`src/rtl/uart_cmd_pkg.sv`:
```
// uart_cmd_pkg: response sync pattern, serialiser state type and checksum helper
package uart_cmd_pkg;
  localparam logic [4:0] RESP_SYNC = 5'b10100;
  typedef enum logic [1:0] {IDLE, START, DATA, STOP} ser_state_e;
  function automatic logic [7:0] resp_checksum(input logic [7:0] b);
    return ~b;
  endfunction
endpackage

```
`src/rtl/uart_resp_ser.sv`:
```
// uart_resp_ser: 8N1 byte serialiser; chains straight into the next byte when more_i is high at the stop bit end
module uart_resp_ser
  import uart_cmd_pkg::*;
#(
  parameter int CLKS_PER_BIT = 434
) (
  input  logic       clk,
  input  logic       rst,
  input  logic       start_i,
  input  logic       more_i,
  input  logic [7:0] byte_i,
  output logic       data_o,
  output logic       busy_o,
  output logic       byte_done_o
);
  localparam int CW = CLKS_PER_BIT > 1 ? $clog2(CLKS_PER_BIT) : 1;
  localparam logic [CW-1:0] CMAX = CW'(CLKS_PER_BIT - 1);
  ser_state_e state_q, state_d;
  logic [CW-1:0] cnt_q, cnt_d;
  logic [2:0] idx_q, idx_d;
  logic bit_end;
  always_ff @(posedge clk or posedge rst) begin
    if (rst) begin
      state_q <= IDLE;
      cnt_q   <= '0;
      idx_q   <= '0;
    end else begin
      state_q <= state_d;
      cnt_q   <= cnt_d;
      idx_q   <= idx_d;
    end
  end
  always_comb begin
    bit_end     = cnt_q == CMAX;
    state_d     = state_q;
    cnt_d       = bit_end ? '0 : cnt_q + 1'b1;
    idx_d       = idx_q;
    byte_done_o = 1'b0;
    case (state_q)
      IDLE: begin
        cnt_d = '0;
        idx_d = '0;
        if (start_i) state_d = START;
      end
      START: if (bit_end) state_d = DATA;
      DATA: if (bit_end) begin
        idx_d = idx_q + 3'd1;
        if (idx_q == 3'd7) state_d = STOP;
      end
      STOP: if (bit_end) begin
        byte_done_o = 1'b1;
        state_d     = more_i ? START : IDLE;
      end
      default: state_d = IDLE;
    endcase
  end
  assign data_o = state_q == START ? 1'b0 : state_q == DATA ? byte_i[idx_q] : 1'b1;
  assign busy_o = state_q != IDLE;
endmodule

```
`src/rtl/uart_cmd_resp.sv`:
```
// uart_cmd_resp: accepts a 3-bit command and echoes it as a UART response frame {RESP_SYNC, cmd}.
// Define UART_RESP_CHECKSUM_EN to append the inverted byte as a second byte of the frame.
module uart_cmd_resp
  import uart_cmd_pkg::*;
#(
  parameter int CLKS_PER_BIT = 434
) (
  input  logic       clk,
  input  logic       rst,
  input  logic [2:0] iCmd,
  input  logic       iCmdValid,
  output logic       oReady,
  output logic       oData,
  output logic       oBusy,
  output logic       oDone
);
  logic [2:0] cmd_q, cmd_d;
  logic live_q;
  logic accept, byte_done, more;
  logic [7:0] byte0, tx_byte;
  assign oReady = live_q && !oBusy;
  assign accept = iCmdValid && oReady;
  assign cmd_d  = accept ? iCmd : cmd_q;
  assign byte0  = {RESP_SYNC, cmd_q};
  assign oDone  = byte_done && !more;
  always_ff @(posedge clk or posedge rst) begin
    if (rst) begin
      live_q <= 1'b0;
      cmd_q  <= '0;
    end else begin
      live_q <= 1'b1;
      cmd_q  <= cmd_d;
    end
  end
`ifdef UART_RESP_CHECKSUM_EN
  logic sel_q;
  assign more    = !sel_q;
  assign tx_byte = sel_q ? resp_checksum(byte0) : byte0;
  always_ff @(posedge clk or posedge rst) begin
    if (rst) sel_q <= 1'b0;
    else if (byte_done) sel_q <= !sel_q;
  end
`else
  assign more    = 1'b0;
  assign tx_byte = byte0;
`endif
  uart_resp_ser #(.CLKS_PER_BIT(CLKS_PER_BIT)) u_ser (
    .clk        (clk),
    .rst        (rst),
    .start_i    (accept),
    .more_i     (more),
    .byte_i     (tx_byte),
    .data_o     (oData),
    .busy_o     (oBusy),
    .byte_done_o(byte_done)
  );
endmodule

```
`config.mk`:
```
export PLATFORM = sky130hd
export DESIGN_NAME = uart_cmd_resp
export DESIGN_NICKNAME = d
export VERILOG_FILES = /design/src/rtl/uart_cmd_pkg.sv /design/src/rtl/uart_resp_ser.sv /design/src/rtl/uart_cmd_resp.sv
export SDC_FILE = /design/constraint.sdc
export NUM_CORES = 1
export LEC_CHECK = 0
export ABC_AREA = 1
export ABC_CLOCK_PERIOD_IN_PS = 1300
export BUFFER_PORTS_ARGS = -buffer_cell sky130_fd_sc_hd__buf_2
export CAP_MARGIN = 5
export CORE_UTILIZATION = 30
export DETAILED_ROUTE_END_ITERATION = 10
export PLACE_DENSITY_LB_ADDON = 0.08
export SLEW_MARGIN = 30
export SYNTH_ARGS = -nofsm -noshare
export SYNTH_HDL_FRONTEND = slang
export SYNTH_SLANG_ARGS = --single-unit
```
`constraint.sdc`:
```
create_clock -name clk -period 1.3 [get_ports clk]
set_input_delay 0.26 -clock clk [delete_from_list [all_inputs] [get_ports clk]]
set_output_delay 0.26 -clock clk [all_outputs]
set_load 0.03 [all_outputs]
```
==> Flow_metrics.wiki, run 1 <==
{| class="wikitable"
! Metric !! Value
|-
| Antenna Violating Nets Remaining || 0
|-
| Portion of the post-synthesis area used by sequential elements || 0.4428
|-
| Static power due to leakage || 0.8121 nW
|-
| Height of the chip || 60.23 µm
|-
| Area enclosed by the die boundary || 3628 µm²
|-
| Total of max-cap violations || 0
|-
| Class of the most critical setup path || reg -> out
|-
| Chip Width || 60.23 µm
|-
| Worst vdd rail ir drop || 704.1 µV
|-
| Total wirelength of the detailed-routed design || 2414 µm
|-
| Highest attainable clock frequency || 600.1 MHz
|-
| Cell types with the largest area share after synthesis || dfrtp_1 44%, ha_1 11%, nand2_1 8.5%, inv_1 7.0%, nand3_1 6.9%
|-
| Utilization of the core after routing || 0.5260
|-
| Core Footprint || 3128 µm²
|-
| Avg Vias per Cell || 4.274
|-
| Number of global-route vias before repair || 921
|-
| Cell-internal power || 1.656 mW
|-
| Hold Crit Class || in -> reg
|-
| Placed Cells incl. Taps || 197
|-
| Drt first pass iters || 4
|-
| Worst stage delay on the critical path || 390 ps
|-
| Logic gate share of total power || 0.598
|-
| Remaining routing DRC violations || 0
|-
| CTS root buf || clkbuf_4
|-
| Effective utilization at floorplan || 0.3252
|-
| Endpoint kind of the worst setup timing path || output port
|-
| Clock buffer depth || 2
|-
| Post-route design area || 1645 µm²
|-
| Clk pwr share || 0.126
|-
| Reported net switching power || 1.157 mW
|-
| Core Rows || 20
|-
| Later-pin clock latency in the skew report || 290 ps
|-
| Slew Limit Fails || 0
|-
| Crit path required time || 1040 ps
|-
| Failing checks || negative setup slack
|-
| Aggregate global-route resource usage || 0.1505
|-
| Ant diodes || 0
|-
| Average cell area after synthesis || 8.010 µm²
|-
| First DRT Iteration DRCs || 42
|-
| Routability congestion estimate from global placement || 0.7977
|-
| Worst setup margin || -366.3 ps
|-
| Clock tree from TritonCTS || done
|-
| Num CTS Buffers || 3
|-
| Post-place instance area || 1270 µm²
|-
| Post-layout nets || 187
|-
| Clock skew || 4.186 ps
|-
| Final setup viols || 20
|-
| Proportion of power drawn by flip-flops and latches || 0.276
|-
| Register clock-pin slew on the reported worst setup and hold paths || 110 ps
|-
| Post-synthesis instance total || 127
|-
| Number of input and output port buffers inserted || 9
|-
| Number of sinks driven by the clock tree || 18
|-
| Maximum fanout count along the critical path || 2
|-
| Per-cell routed wire length || 11.23 µm
|-
| Fraction of layout cells with a size suffix above 1 || 0.5263
|-
| IO Count || 10
|-
| Yosys reg bits || 18
|-
| Final standard cell count with taps included and fillers excluded || 215
|-
| Top cell type's share of synthesized area || 0.4428
|-
| Initial antenna violation count || 0
|-
| Cell Chain, Critical Path || inv_1, ha_2, nand2_2, nor2_4, nand2_2, nor2_4, buf_6
|-
| Vias after detailed routing || 919
|-
| Global-route wire length before repair || 3967 µm
|-
| Largest delay contributor family on the critical path || flip-flops
|-
| Count of distinct cell types in the synthesized netlist || 20
|-
| Total count of hold-check failures in the final report || 0
|-
| Number of nets in the synthesized netlist || 142
|-
| Switching share of total power || 0.4112
|-
| Slowest cell on crit path || dfrtp_1
|-
| Count of fill cells added during filler insertion || 292
|-
| CP Launch Type || flop
|-
| H-tree levels || 1
|-
| Library cell with the largest summed area after synthesis || dfrtp_1
|-
| Power per Cell Area || 1710 nW/µm²
|-
| Area growth from synthesis to layout || 61.75%
|-
| Critical Path AT || 1410 ps
|-
| HPWL reported at the end of detailed placement || 1603 µm
|-
| Synthesis Warnings || 0
|-
| Area of the mapped netlist || 1017 µm²
|-
| Largest net degree at the start of global routing || 19
|-
| Min Clock Period, post-route || 1666 ps
|-
| Status || complete, but fails checks
|-
| Share of the clock period used by the worst path || 1.282
|-
| Number of buffer and inverter instances along the worst setup path || 2
|-
| Setup repair after global routing missed its margin || true
|-
| Remaining global-route overflow || 0
|}
flip-flops by register name (all words and copies together) (netlist names):
name and count:
cmd_q 3, u_ser.state_q 2, u_ser.idx_q 3, live_q 1, u_ser.cnt_q 9
cell type report:
| type | count | area, µm² | area share |
|---|---|---|---|
| Timing Repair Buffer | 40 | 320.3 | 0.1947 |
| Inverter | 21 | 83.83 | 0.05095 |
| Tap cell | 44 | 55.05 | 0.03346 |
| Multi-Input combinational cell | 88 | 696.9 | 0.4236 |
| Clock buffer | 4 | 36.28 | 0.02205 |
| Sequential cell | 18 | 452.9 | 0.2753 |
path summary, 6_finish.rpt:
kind                            depth (start not counted)           start  slack, ps        endpoint
worst max-delay path                                    7  u_ser.cnt_q[1]       -370           oDone
worst min-delay path                                    2         iCmd[0]        190        cmd_q[0]
worst max register to register                         12  u_ser.cnt_q[1]       -310  u_ser.idx_q[1]
worst min register to register                          1        cmd_q[0]        520        cmd_q[0]
max in group asynchronous                               4             rst        560  u_ser.idx_q[0]
min in group asynchronous                               4             rst        520  u_ser.idx_q[2]
layer usage:
| metal | routed length (µm) | vias up | global-route usage | part of all wire |
|---|---|---|---|---|
| met5 | 0 | - | 0 | 0 |
| met4 | 16 | 0 | 0.05980 | 0.0066 |
| met3 | 36 | 2 | 0.03247 | 0.015 |
| met2 | 1211 | 5 | 0.2512 | 0.50 |
| met1 | 1151 | 430 | 0.1869 | 0.48 |
| li1 | - | 482 | - | - |
stage by stage:
step	hold slack (ps)	power (mW)	setup WS [ps]	TNS [ps]
finish	192.1	2.813	-366.3	-3832
global route	176.5	3.018	-463.3	-5236
CTS	171.7	2.593	-362.0	-2734
detailed placement	302.8	1.939	-146.8	-717.0
global placement	292.9	1.936	-112.0	-702.9
floorplan	198.6	1.530	-34.37	-81.89
power by group through the flow:
| stage | Combinational [mW] | Clock [mW] | Sequential [mW] |
|---|---|---|---|
| 2_1_floorplan | 0.759 | 0 | 0.772 |
| 5_1_grt | 1.83 | 0.399 | 0.788 |
| 6_report | 1.68 | 0.355 | 0.777 |
| 3_3_place_gp | 1.16 | 0 | 0.774 |
| 4_1_cts | 1.44 | 0.379 | 0.769 |
| 3_5_place_dp | 1.16 | 0 | 0.776 |
synth_stat cells:
cell type	count
mux2_2	1
a21oi_1	5
nor2_1	16
inv_2	2
or2_0	1
conb_1	1
nand2_1	23
ha_1	9
nand3_1	14
xnor2_1	1
o21ai_0	3
inv_1	19
nand3b_1	1
nand2_2	6
dfrtp_1	18
nor3_1	3
or2_2	1
nor3b_1	1
nor2_2	1
xor2_1	1
kinds of logic (layout without fill, tap and decap cells):
logic type / count (synthesis) / count (layout) / synth area share
adders and majority gates: 9 / 9 / 0.1107
xor gates and xnor gates: 2 / 2 / 0.01722
other: 1 / 1 / 0.003686
buffers and inverters: 21 / 65 / 0.07750
DFF: 18 / 18 / 0.4428
muxes: 1 / 1 / 0.01107
AOI/OAI and AO/OA: 8 / 8 / 0.03935
and+or+nand+nor: 67 / 67 / 0.2977
layout by cell type (no fill, tap or decap), drive strengths merged:
cell type     n
nor3          3
nand3b        1
a21oi         5
nor3b         1
nand3        14
dfrtp        18
buf          39
ha            9
conb          1
dlygate4sd3   1
nor2         17
inv          21
xnor2         1
nand2        29
or2           2
o21ai         3
clkbuf        4
xor2          1
mux2          1
timing repair:
item / CTS / global route
endpoints found under the hold margin: 18 / 0
gates resized for setup: 26 / 35
setup endpoints to repair: 17 / 20
hold buffers: 1 / 0
setup buffers: 7 / 6
pin swaps: 7 / 14
(Power assumes the default switching activity.)
==> run 2, diff against run 1 <==
Settings changed: MAX_ROUTING_LAYER set to met4.
==> run 2 against run 1 <==
Against the previous run:
- the run still ends with negative setup slack left
- sequential share of layout area unchanged
- clock power about the same
- clock skew about the same
==> Flow_metrics.wiki, run 2 (synthesized netlist as in run 1, its figures left out) <==
{| class="wikitable"
! Metric !! Value
|-
| Clock buffer depth || 2 (unchanged)
|-
| CTS root buf || clkbuf_4
|-
| Most frequent standard cell in the layout excluding fill and tap cells || buf_4
|-
| Maximum fanout count along the critical path || 2 (unchanged)
|-
| Commonest cells after routing, fill and taps aside || 26 x buf_4, 19 x nand2_1, 16 x dfrtp_1, 14 x inv_1, 9 x nor2_1
|-
| Worst setup margin || -368.4 ps (-2.135 ps)
|-
| Class of the most critical setup path || reg -> out
|-
| Slew Limit Fails || 0 (unchanged)
|-
| Clock skew || 4.465 ps (+0.2793 ps)
|-
| Fraction of layout cells with a size suffix above 1 || 0.5263 (unchanged)
|-
| Count of fill cells added during filler insertion || 292 (unchanged)
|-
| Failing checks || negative setup slack
|-
| Area growth from synthesis to layout || 61.75% (unchanged)
|-
| Crit path required time || 1040 ps (about the same)
|-
| First DRT Iteration DRCs || 39 (-7.1%)
|-
| Antenna Violating Nets Remaining || 0 (unchanged)
|-
| Later-pin clock latency in the skew report || 300 ps (about the same)
|-
| Worst Setup SP || u_ser.cnt_q[1]
|-
| Largest net degree at the start of global routing || 19 (unchanged)
|-
| CP Launch Type || flop
|-
| Num CTS Buffers || 3 (unchanged)
|-
| Total of max-cap violations || 0 (unchanged)
|-
| Setup repair after global routing missed its margin || true
|-
| Total count of hold-check failures in the final report || 0 (unchanged)
|-
| Status || complete, but fails checks
|-
| Setup TNS || -3843 ps (-10.72 ps)
|-
| Number of input and output port buffers inserted || 9 (unchanged)
|-
| Slowest cell on crit path || dfrtp_1
|-
| Worst vdd rail ir drop || 704.0 µV (about the same)
|-
| Leading registers by flop count || u_ser.cnt_q (9), cmd_q (3), u_ser.idx_q (3)
|-
| Remaining routing DRC violations || 0 (unchanged)
|-
| Sequential Area || 452.9 µm² (unchanged)
|-
| Post-layout nets || 187 (unchanged)
|-
| Post-place instance area || 1270 µm² (unchanged)
|-
| Worst Min Path Start || iCmd[0]
|-
| Hold Crit Class || in -> reg
|-
| Global-route wire length before repair || 3967 µm (unchanged)
|-
| Core Footprint || 3128 µm² (unchanged)
|-
| Effective utilization at floorplan || 0.3252 (unchanged)
|-
| Per-cell routed wire length || 11.21 µm (-0.12%)
|-
| H-tree levels || 1 (unchanged)
|-
| Core Rows || 20 (unchanged)
|-
| Max reg flops || 9 (unchanged)
|-
| Vias after detailed routing || 920 (+0.11%)
|-
| Chip Width || 60.23 µm (unchanged)
|-
| Cell Chain, Critical Path || inv_1, ha_2, nand2_2, nor2_4, nand2_2, nor2_4, buf_6
|-
| Area used by multi-input combinational logic || 696.9 µm² (unchanged)
|-
| Total wirelength of the detailed-routed design || 2411 µm (-0.12%)
|-
| Endpoint kind of the worst setup timing path || output port
|-
| End point of the critical path || oDone
|-
| Critical Path AT || 1410 ps (about the same)
|-
| Length in cells of the worst reg-to-reg path || 12 (unchanged)
|-
| Aggregate global-route resource usage || 0.1550 (+0.004413)
|-
| Share of the clock period used by the worst path || 1.283 (+0.001642)
|-
| Worst stage delay on the critical path || 390 ps (about the same)
|-
| Internal reg-to-reg setup slack || -310 ps (about the same)
|-
| Register containing the most flip-flops in the final layout || u_ser.cnt_q
|-
| Highest attainable clock frequency || 599.4 MHz (-0.13%)
|-
| Register clock-pin slew on the reported worst setup and hold paths || 110 ps (about the same)
|-
| Number of sinks driven by the clock tree || 18 (unchanged)
|-
| Origin of the critical flop-to-flop path || u_ser.cnt_q[1]
|-
| Min Clock Period, post-route || 1668 ps (+2.135 ps)
|-
| Height of the chip || 60.23 µm (unchanged)
|-
| Clock tree from TritonCTS || done
|-
| Final setup viols || 20 (unchanged)
|-
| Power per Cell Area || 1710 nW/µm² (about the same)
|-
| Area enclosed by the die boundary || 3628 µm² (unchanged)
|-
| Post-route design area || 1645 µm² (unchanged)
|-
| Routability congestion estimate from global placement || 0.8091 (+1.4%)
|-
| Initial antenna violation count || 0 (unchanged)
|-
| Remaining global-route overflow || 0 (unchanged)
|-
| HPWL reported at the end of detailed placement || 1603 µm (unchanged)
|-
| Number of global-route vias before repair || 922 (+0.11%)
|-
| Avg Vias per Cell || 4.279 (+0.11%)
|-
| Drt first pass iters || 4 (unchanged)
|-
| Endpoint of the most critical register-to-register path || u_ser.idx_q[1]
|-
| Ant diodes || 0 (unchanged)
|-
| Static power due to leakage || 0.8121 nW (unchanged)
|-
| IO Count || 10 (unchanged)
|}
[run 2: area by class of cell]
cell class / count / area share
clock buffer: 4 / 0.02205
inverter: 21 / 0.05095
multi-input combinational: 88 / 0.4236
sequential: 18 / 0.2753
tap: 44 / 0.03346
timing repair buffer: 40 / 0.1947
[run 2: worst min-delay path by stage]
stage | end | slack (ps) | cells after the start
floorplan | cmd_q[0] | 200 | 1
global placement | cmd_q[1] | 290 | 3
detailed placement | cmd_q[1] | 300 | 3
CTS | cmd_q[0] | 170 | 2
global route | cmd_q[0] | 180 | 2
finish | cmd_q[0] | 190 | 2
[run 2: metrics by stage]
stage	setup slack (ps)	power (mW)	hold slack [ps]	cells	util
floorplan	-34.37	1.530	198.6	127	-
global route	-463.3	3.018	176.5	215	0.5260
global placement	-112.0	1.936	292.9	197	0.4060
CTS	-362.0	2.593	171.7	209	0.4680
finish	-368.4	2.814	190.1	215	0.5260
detailed placement	-146.8	1.939	302.8	197	0.4060
[run 2: what timing repair did]
item / in CTS / in global routing
endpoints found under the setup margin: 17 / 20
hold endpoints to repair: 18 / 0
pin swaps: 7 / 14
buffers inserted: 7 / 6
resized for setup: 26 / 35
hold buffers: 1 / 0
[run 2: routing by layer]
metal / global-route usage / up-vias / routed length, µm
met4: 0.05980 / 0 / 20
met2: 0.2512 / 7 / 1209
met1: 0.1869 / 430 / 1142
li1: - / 481 / -
met5: - / - / 0
met3: 0.03247 / 2 / 39
[run 2: where the power goes]
group          total [mW]  internal [mW]  switching [mW]
Clock               0.357          0.171           0.186
Combinational        1.68          0.797           0.883
Sequential          0.777          0.688          0.0887
Total                2.81           1.66            1.16
[run 2: critical path: cells and delay by family (launching register included)]
kind                     cells  cell delay (ps)
adder cells (fa/ha/maj)      1              170
buffers and inverters        2              190
flip-flops                   1              390
AND/OR/NAND/NOR              4              370
